**src/rtl/fb_read_scanner_if.sv**
```systemverilog
// fb_read_scanner_if: RAM read port plus pixel stream.
// master = scanner side, slave = RAM and display driver side.
interface fb_read_scanner_if #(
   parameter int ADDR_W = 14,
   parameter int DATA_W = 8
);
   logic [ADDR_W-1:0] o_ram_addr;
   logic              o_ram_r_en;
   logic [DATA_W-1:0] i_ram_data;
   logic [DATA_W-1:0] o_pix_data;
   logic              o_pix_valid;
   logic              i_pix_ready;

   modport master (
      output o_ram_addr,
      output o_ram_r_en,
      input  i_ram_data,
      output o_pix_data,
      output o_pix_valid,
      input  i_pix_ready
   );

   modport slave (
      input  o_ram_addr,
      input  o_ram_r_en,
      output i_ram_data,
      input  o_pix_data,
      input  o_pix_valid,
      output i_pix_ready
   );
endinterface

```
**src/rtl/fb_read_scanner.sv**
```systemverilog
// fb_read_scanner: sweeps the framebuffer RAM one byte at a time and
// delivers each byte to the display driver, paced or by handshake.
// Ports: clk, rst_n (async, active-low); i_enable, i_mode, i_pace,
// i_scroll, i_restart controls; bus = RAM read port + pixel stream;
// o_frame_start / o_frame_done pulses; o_busy when not IDLE.
module fb_read_scanner #(
   parameter int ADDR_W       = 14,
   parameter int DATA_W       = 8,
   parameter int FB_DEPTH     = 1024,
   parameter int READ_LATENCY = 1,
   parameter int PACE_W       = 5
) (
   input  logic              clk,
   input  logic              rst_n,
   input  logic              i_enable,
   input  logic              i_mode,
   input  logic [PACE_W-1:0] i_pace,
   input  logic [ADDR_W-1:0] i_scroll,
   input  logic              i_restart,
   fb_read_scanner_if.master bus,
   output logic              o_frame_start,
   output logic              o_frame_done,
   output logic              o_busy
);

   localparam int LAT_W = $clog2(READ_LATENCY + 1);
   localparam int MIN_W = $clog2(READ_LATENCY + 2);
   localparam int CNT_W = ((PACE_W > MIN_W) ? PACE_W : MIN_W) + 1;

   localparam logic [ADDR_W:0]   DEPTH    = (ADDR_W+1)'(FB_DEPTH);
   localparam logic [ADDR_W-1:0] DEPTH_LO = ADDR_W'(FB_DEPTH);
   localparam logic [ADDR_W-1:0] LAST     = ADDR_W'(FB_DEPTH - 1);
   localparam logic [LAT_W-1:0]  LAT_LAST = LAT_W'(READ_LATENCY - 1);
   localparam logic [CNT_W-1:0]  MIN_LAST = CNT_W'(READ_LATENCY + 1);

   typedef enum logic [2:0] {
      S_IDLE,
      S_FETCH,
      S_WAIT,
      S_PRESENT,
      S_GAP
   } state_t;

   state_t            state_q;
   state_t            state_d;

   logic [ADDR_W-1:0] idx_q;
   logic [ADDR_W-1:0] off_q;
   logic [LAT_W-1:0]  wcnt_q;
   logic [CNT_W-1:0]  pcnt_q;
   logic [CNT_W-1:0]  plast_q;
   logic              mode_q;
   logic              rflag_q;
   logic [DATA_W-1:0] pix_q;

   logic [ADDR_W-1:0] scroll_c;
   logic [ADDR_W-1:0] eff_off;
   logic [ADDR_W:0]   sum;
   logic              wrap;
   logic [ADDR_W-1:0] addr;
   logic [CNT_W-1:0]  pace_last;
   logic [ADDR_W-1:0] idx_nxt;
   logic              wait_last;
   logic              period_end;
   logic              deliver;
   logic              restart_now;

   // Out-of-range scroll falls back to no offset.
   assign scroll_c = ({1'b0, i_scroll} >= DEPTH) ? '0 : i_scroll;

   // The offset is taken live on the first fetch of a frame, so
   // address 0 of the new frame already sees the new scroll.
   assign eff_off = (state_q == S_FETCH && idx_q == '0)
                    ? scroll_c : off_q;

   assign sum  = {1'b0, idx_q} + {1'b0, eff_off};
   assign wrap = (sum >= DEPTH);
   assign addr = wrap ? (sum[ADDR_W-1:0] - DEPTH_LO)
                      : sum[ADDR_W-1:0];

   // Last counter value of a paced period: max(pace, latency+1).
   assign pace_last = (CNT_W'(i_pace) > MIN_LAST)
                      ? CNT_W'(i_pace) : MIN_LAST;

   assign idx_nxt     = (idx_q == LAST) ? '0 : idx_q + 1'b1;
   assign wait_last   = (wcnt_q == LAT_LAST);
   assign period_end  = (pcnt_q == plast_q);
   assign restart_now = rflag_q | i_restart;

   assign deliver = (state_q == S_PRESENT) &&
                    (!mode_q || bus.i_pix_ready);

   always_comb begin
      state_d = state_q;
      unique case (state_q)
         S_IDLE: begin
            if (i_enable) state_d = S_FETCH;
         end
         S_FETCH: begin
            state_d = S_WAIT;
         end
         S_WAIT: begin
            if (wait_last) state_d = S_PRESENT;
         end
         S_PRESENT: begin
            if (deliver) begin
               if (mode_q || period_end)
                  state_d = i_enable ? S_FETCH : S_IDLE;
               else
                  state_d = S_GAP;
            end
         end
         S_GAP: begin
            if (period_end)
               state_d = i_enable ? S_FETCH : S_IDLE;
         end
         default: state_d = S_IDLE;
      endcase
   end

   always_ff @(posedge clk or negedge rst_n) begin
      if (!rst_n) begin
         state_q <= S_IDLE;
         idx_q   <= '0;
         off_q   <= '0;
         wcnt_q  <= '0;
         pcnt_q  <= '0;
         plast_q <= '0;
         mode_q  <= 1'b0;
         rflag_q <= 1'b0;
         pix_q   <= '0;
      end else begin
         state_q <= state_d;

         // Mode and pace only change at a fetch.
         if (state_q == S_FETCH) begin
            mode_q  <= i_mode;
            plast_q <= pace_last;
            if (idx_q == '0) off_q <= scroll_c;
         end

         if (state_q == S_FETCH)
            wcnt_q <= '0;
         else if (state_q == S_WAIT)
            wcnt_q <= wcnt_q + 1'b1;

         if (state_d == S_FETCH)
            pcnt_q <= '0;
         else if (state_q != S_IDLE)
            pcnt_q <= pcnt_q + 1'b1;

         if (state_q == S_WAIT && wait_last)
            pix_q <= bus.i_ram_data;

         // A pending restart wins over the increment of the
         // byte just delivered.
         if (state_d == S_FETCH && restart_now)
            idx_q <= '0;
         else if (deliver)
            idx_q <= idx_nxt;

         if (state_d == S_FETCH)
            rflag_q <= 1'b0;
         else if (i_restart)
            rflag_q <= 1'b1;
      end
   end

   assign bus.o_ram_addr  = addr;
   assign bus.o_ram_r_en  = (state_q == S_FETCH);
   assign bus.o_pix_data  = pix_q;
   assign bus.o_pix_valid = (state_q == S_PRESENT);

   assign o_frame_start = (state_q == S_FETCH) && (idx_q == '0);
   // A restart already pending when the last byte goes out marks a
   // truncated frame; one arriving on that very cycle does not.
   assign o_frame_done  = deliver && (idx_q == LAST) && !rflag_q;
   assign o_busy        = (state_q != S_IDLE);

endmodule

```
**src/flat_wrapper.sv**
```systemverilog
// flat-port wrapper written by rule: the top's interface ports become plain ports
module fb_read_scanner_flat 
#(
   parameter int ADDR_W       = 14,
   parameter int DATA_W       = 8,
   parameter int FB_DEPTH     = 1024,
   parameter int READ_LATENCY = 1,
   parameter int PACE_W       = 5
)
  (clk, rst_n, i_enable, i_mode, i_pace, i_scroll, i_restart, o_frame_start, o_frame_done, o_busy, bus_o_ram_addr, bus_o_ram_r_en, bus_i_ram_data, bus_o_pix_data, bus_o_pix_valid, bus_i_pix_ready);
  fb_read_scanner_if #(.ADDR_W(ADDR_W), .DATA_W(DATA_W)) bus_i ();
  input  logic clk;
  input  logic rst_n;
  input  logic i_enable;
  input  logic i_mode;
  input  logic [PACE_W-1:0] i_pace;
  input  logic [ADDR_W-1:0] i_scroll;
  input  logic i_restart;
  output logic o_frame_start;
  output logic o_frame_done;
  output logic o_busy;
  output wire logic [$bits(bus_i.o_ram_addr)-1:0] bus_o_ram_addr;
  output wire logic [$bits(bus_i.o_ram_r_en)-1:0] bus_o_ram_r_en;
  input wire logic [$bits(bus_i.i_ram_data)-1:0] bus_i_ram_data;
  output wire logic [$bits(bus_i.o_pix_data)-1:0] bus_o_pix_data;
  output wire logic [$bits(bus_i.o_pix_valid)-1:0] bus_o_pix_valid;
  input wire logic [$bits(bus_i.i_pix_ready)-1:0] bus_i_pix_ready;
  assign bus_o_ram_addr = bus_i.o_ram_addr;
  assign bus_o_ram_r_en = bus_i.o_ram_r_en;
  assign bus_i.i_ram_data = bus_i_ram_data;
  assign bus_o_pix_data = bus_i.o_pix_data;
  assign bus_o_pix_valid = bus_i.o_pix_valid;
  assign bus_i.i_pix_ready = bus_i_pix_ready;
  fb_read_scanner #(.ADDR_W(ADDR_W), .DATA_W(DATA_W), .FB_DEPTH(FB_DEPTH), .READ_LATENCY(READ_LATENCY), .PACE_W(PACE_W)) u_core (.clk(clk), .rst_n(rst_n), .i_enable(i_enable), .i_mode(i_mode), .i_pace(i_pace), .i_scroll(i_scroll), .i_restart(i_restart), .bus(bus_i), .o_frame_start(o_frame_start), .o_frame_done(o_frame_done), .o_busy(o_busy));
endmodule
```
**config.mk**
```make
export PLATFORM = sky130hd
export DESIGN_NAME = fb_read_scanner_flat
export DESIGN_NICKNAME = d
export VERILOG_FILES = /design/src/rtl/fb_read_scanner_if.sv /design/src/rtl/fb_read_scanner.sv /design/src/flat_wrapper.sv
export SDC_FILE = /design/constraint.sdc
export NUM_CORES = 1
export LEC_CHECK = 0
export ABC_AREA = 0
export BUFFER_PORTS_ARGS = -buffer_cell sky130_fd_sc_hd__buf_4
export CORE_UTILIZATION = 57
export DETAILED_ROUTE_END_ITERATION = 7
export PLACE_DENSITY = 0.9
export SLEW_MARGIN = 20
export SYNTH_ARGS = -nofsm -noshare
export SYNTH_HDL_FRONTEND = slang
export SYNTH_SLANG_ARGS = --single-unit
```
**constraint.sdc**
```tcl
create_clock -name clk -period 7 [get_ports clk]
set_input_delay 0.7 -clock clk [delete_from_list [all_inputs] [get_ports clk]]
set_output_delay 0.7 -clock clk [all_outputs]
set_load 0.03 [all_outputs]
```
Yosys cells after proc, flatten, opt, wreduce, memory -nomap -nowiden --
Index checks and enable logic that the tools add are counted.
Storage, ports and cells: bits of input ports 33, output and inout bits 27, register bits after elaboration 54, logic and storage cells 64
Operators by class: $add $sub $neg 5, bitwise gates (word level) 2, equal/unequal tests 7, multiplexer cells 20, $lt $le $gt $ge 3, reduce and logical (&&, ||, !) cells 18
Operators with widths (count):
- 14-bit 2-to-1 mux | 6
- 14-bit by 14-bit adder with 15-bit output | 1
- 15-bit by 11-bit greater-or-equal comparator with 1-bit output, second input constant | 1
- 3-bit 2-to-1 mux | 5
- 3-bit case mux with 5 select lines | 1
- 14-bit by 1-bit adder with 14-bit output, second input constant | 1
- 14-bit by 10-bit == test with 1-bit output, second input constant | 1
- 14-bit by 11-bit greater-or-equal comparator with 1-bit output, second input constant | 1
- 14-bit zero test | 1
- 14-bit by 11-bit subtractor with 14-bit output, second input constant | 1
- 6-bit 2-to-1 mux | 2
- 2-bit nonzero test | 4
- 6-bit by 1-bit adder with 6-bit output, second input constant | 1
- 3-bit by 1-bit == test with 1-bit output, second input constant | 2
- 3-bit by 2-bit == test with 1-bit output, second input constant | 2
- 6-bit == test | 1
- 1-bit logical AND | 6
- 5-bit by 2-bit greater-than comparator with 1-bit output, second input constant | 1
- 1-bit 2-to-1 mux | 5
- 5-bit 2-to-1 mux | 1
- 3-bit == test, second input constant | 1
- 3-bit zero test | 1
- 3-bit nonzero test | 1
- 1-bit zero test | 2
- 5 further kinds | 6

Logic depth before layout (Yosys ltp) --
depth after elaboration 8, mapped depth 23, mapped depth without buffers 21

Worst setup path after synthesis --
Ideal clock, no wire load.
kind register to output, start point register u_core.idx_q[11], end point output port bus_o_ram_addr[12], required time 6.300 ns, arrival 5.451 ns, cell stages (with the launch flop) 22, buffers on the path 2, setup slack 0.849 ns, cells stage by stage dfrtp_1 or4_1 or4_1 clkbuf_1 clkbuf_1 nand2_1 nand2_1 ha_1 fa_1 a211o_1 and2_1 o311a_1 nor2_1 xnor2_1 ha_1 nor3b_1 nand3_1 mux2_2 or4_4 nor4_4 a211oi_2 o21ai_1
On the way: cells in the longest elaborated chain, start to end 6, elaborated cells between the ends (all ways) 7, those cells by class add/sub (2); order compare (1); mux (2); reduce/logical (2)
Ends and longest elaborated chain:
- from (decl) | line fb_read_scanner.sv:47 | logic [ADDR_W-1:0] idx_q;
- from (signal assigned) | line fb_read_scanner.sv:160 | idx_q <= idx_nxt;
- 14-bit zero test | line fb_read_scanner.sv:73 | assign eff_off = (state_q == S_FETCH && idx_q == '0)
- 1-bit logical AND | line fb_read_scanner.sv:73
- 14-bit 2-to-1 mux | line fb_read_scanner.sv:74 | ? scroll_c : off_q;
- 14-bit by 14-bit adder with 15-bit output (*) | line fb_read_scanner.sv:76 | assign sum = {1'b0, idx_q} + {1'b0, eff_off};
- 14-bit by 11-bit subtractor with 14-bit output / 15-bit by 11-bit greater-or-equal comparator with 1-bit output (equally long branches) | line fb_read_scanner.sv:78, fb_read_scanner.sv:77
- 14-bit 2-to-1 mux (*) | line fb_read_scanner.sv:78 | assign addr = wrap ? (sum[ADDR_W-1:0] - DEPTH_LO)
- to (decl) | line flat_wrapper.sv:22 | output wire logic [$bits(bus_i.o_ram_addr)-1:0] bus_o_ram_addr;
Mark *: on every way between the ends. The rest lies on a longest branch, timed or not.

Final worst setup path --
start point register u_core.idx_q[10], end point output port bus_o_ram_addr[12]
Same word-level chain as after synthesis.

==> results.json <==
{
  "async_flop_share_pct": 100,
  "crit_chain": "or4_1 > or4_4 > nand2_1 > nand2_1 > ha_1 > fa_1 > a211o_1 > and2_1 > o311a_1 > nor2_1 > xnor2_1 > ha_1 > nor3b_1 > nand3b_1 > mux2_2 > or4_4 > nor4_4 > a211oi_2 > o21ai_1 > buf_4",
  "fmax_ghz": 0.152,
  "clk_path_buf_depth": 2,
  "netlist_area_mm2": 0.00345,
  "final_area_mm2": 0.00405,
  "grt_max_degree": 54,
  "crit_family": "simple AND/OR/NAND/NOR gates",
  "crit_fanout": 18,
  "final.period_utilization_pct": 93.8,
  "cts_root_buffer": "clkbuf_8",
  "hold_class": "input pin to async pin",
  "initial_core_util_pct": 60.8,
  "placed_area_mm2": 0.00395,
  "gp_congestion": 0.839,
  "clk_latency_ns": 0.31,
  "synth.area.top_cells": "dfrtp_1, ha_1, nand2_1, nor2_1, xor2_1",
  "die_area_mm2": 0.00636,
  "yosysSeqAreaShare_pct": 38.5,
  "synth-seq-cells": 53,
  "finalSetupViolCount": 0,
  "place_hpwl_mm": 6.06,
  "syn_inst": 387,
  "cts_tree": "built",
  "rsz0062_at_grt": "no",
  "worstSetupEndpointType": "output port",
  "antenna_cells": 0,
  "die_h_um": 79.8,
  "skew_ns": 0.0153,
  "post_route_cells_drive_above_1_share_pct": 21.0,
  "r2r-end": "u_core.idx_q[6]",
  "ff2ff_path_depth": 6,
  "cp_num_cells": 20,
  "holdBufCountCts": 0,
  "track_usage_pct": 26.2,
  "rr_startpoint": "u_core.state_q[1]",
  "vias": 3106,
  "ys.flop_type": "dfrtp_1",
  "post_cts_resize_count": 0,
  "synthTopCellsByCount": "nand2_1, dfrtp_1, nor2_1",
  "cts_made_buffers": 5,
  "vias_per_cell": 5.98,
  "critPathLaunch": "u_core.idx_q[10]",
  "post_cts_buffers": 0,
  "core.rowCount": 27,
  "grt_overflow_total": 0,
  "worstSetupPathType": "flip-flop to output port",
  "critPathRequiredTime_ns": 6.30,
  "r2r_slack_ns": 4.50,
  "p_per_area_mw_per_mm2": 374,
  "route.detailed.drc": 0,
  "finalHoldViolCount": 0,
  "die_w_um": 79.8,
  "yosys.cell_count.top_type": "nand2_1",
  "io_buffers": 59,
  "synth_edf_count": 0,
  "period_minus_slack_ns": 6.57,
  "grt_pass1_wl_mm": 12.9,
  "vdd_drop_max_mv": 0.275,
  "yosysTopAreaCellShare_pct": 38.5,
  "drtIter0Drc": 335,
  "antenna_left": 0,
  "routedWlPerCell_um": 15.2,
  "cts.sinks": 53,
  "postRouteWirelength_mm": 7.91,
  "dr.pass1.iters": 5,
  "yosys.area.top_type": "dfrtp_1",
  "status": "finished, final reports clean",
  "grt_pass1_vias": 2868,
  "drv_slew": 0,
  "core_mm2": 0.00568,
  "ios": 60,
  "yosysUniqueCellTypes": 54,
  "area_growth_pct": 17.5,
  "clk_pin_slew_worst_paths_ns": 0.10,
  "setup_tns_ns": 0,
  "synth.yosys.warnings": 0,
  "fin_nets": 499,
  "synth_nets": 440,
  "drv_cap": 0,
  "critPathBufInv": 1,
  "cpPeakStageDelay_ns": 0.63,
  "avgSynthCellArea_um2": 8.91,
  "worst_pin_slew_ns": 0.754,
  "grt_antenna_before_repair": 0,
  "startpoint_type": "flip-flop",
  "critPathSlowestCell": "or4_4",
  "crit_arrival_ns": 5.87,
  "cp-endpoint": "bus_o_ram_addr[12]",
  "htree_levels": 2,
  "p_leak_nw": 2.08,
  "slew-limit-headroom_pct": 49.3
}
[worst min path at each step]
stage                                from                        to  slack, ns  depth (start not counted)
after floorplan                     rst_n  u_core.bus.o_pix_data[0]       0.40                          0
after global placement    u_core.off_q[7]           u_core.off_q[7]       0.44                          2
after detailed placement  u_core.off_q[9]           u_core.off_q[9]       0.45                          2
after CTS                           rst_n         u_core.state_q[2]       0.44                          1
after global routing                rst_n             u_core.wcnt_q       0.46                          1
final                               rst_n  u_core.bus.o_pix_data[7]       0.41                          1
[cell type report]
cell class	instances	area, um2
fill	411	1620
sequential	53	1330
tap	72	90.1
timing repair buffer	61	458
inverter	16	60.1
clock buffer	6	82.6
multi-input combinational	309	2020
clock inverter	2	16.3
[state kept, by name, summed over array words and instances, names as in the netlist]
name / count
u_core.bus.o_pix_data: 8
u_core.idx_q: 14
u_core.mode_q: 1
u_core.off_q: 14
u_core.pcnt_q: 6
u_core.plast_q: 5
u_core.rflag_q: 1
u_core.state_q: 3
u_core.wcnt_q: 1
[where the power goes]
| group | switching [mW] | internal [mW] | total (mW) | leakage, nW |
|---|---|---|---|---|
| clock network | 0.101 | 0.0816 | 0.183 | 0.0478 |
| registers | 0.0905 | 0.410 | 0.501 | 0.690 |
| logic | 0.514 | 0.320 | 0.834 | 1.35 |
| total | 0.706 | 0.812 | 1.52 | 2.08 |
[per-stage QoR]
step	hold WS, ns	total power, mW	util (%)	std cells	setup WS [ns]
global route	0.461	1.62	71.4	519	0.156
detailed placement	0.454	1.33	69.6	511	0.630
CTS	0.435	1.51	71.3	519	0.259
floorplan	0.404	1.08	-	387	0.849
global placement	0.443	1.29	69.6	511	0.810
finish	0.413	1.52	71.4	519	0.435
[worst register-to-register path, cell delays in order, from the launching register on]
cell     delay (ns)
dfrtp_1        0.44
inv_1          0.12
nor4_4         0.61
a211o_1        0.20
nor3b_2        0.46
a22o_1         0.43
nor2_1         0.11
[placed cells by master (no fill, tap or decap), drive strengths merged, types with 3 or more instances in the layout]
cell and count:
nand2 62, buf 61, dfrtp 53, nor2 44, nand3 22, ha 19, xor2 18, inv 17
a21oi 16, xnor2 14, and2 10, mux2 10, nor4 10, o21ai 7, nor2b 6, or2 6
clkbuf 6, a211o 5, a21o 4, nand4 4, and3 4, or4 4, nand3b 3, o21a 3
nor3 3, nor3b 3, o311ai 3
[cell families after synthesis]
logic type | share of synthesized area (%)
and+or+nand+nor | 26.6
AOI/OAI and AO/OA | 12.4
DFF | 38.5
xor gates and xnor gates | 8.13
buffers and inverters | 3.08
adders and majority gates | 7.47
muxes | 3.85
[per-layer routing]
metal	up-vias	GRT usage (%)	part of all wire [%]
met3	15	3.89	7.0
met4	0	8.75	1.9
met5	-	0	0
met1	1485	32.9	42
li1	1476	-	-
met2	130	45.9	49
Power figures use the tool's default switching activity.
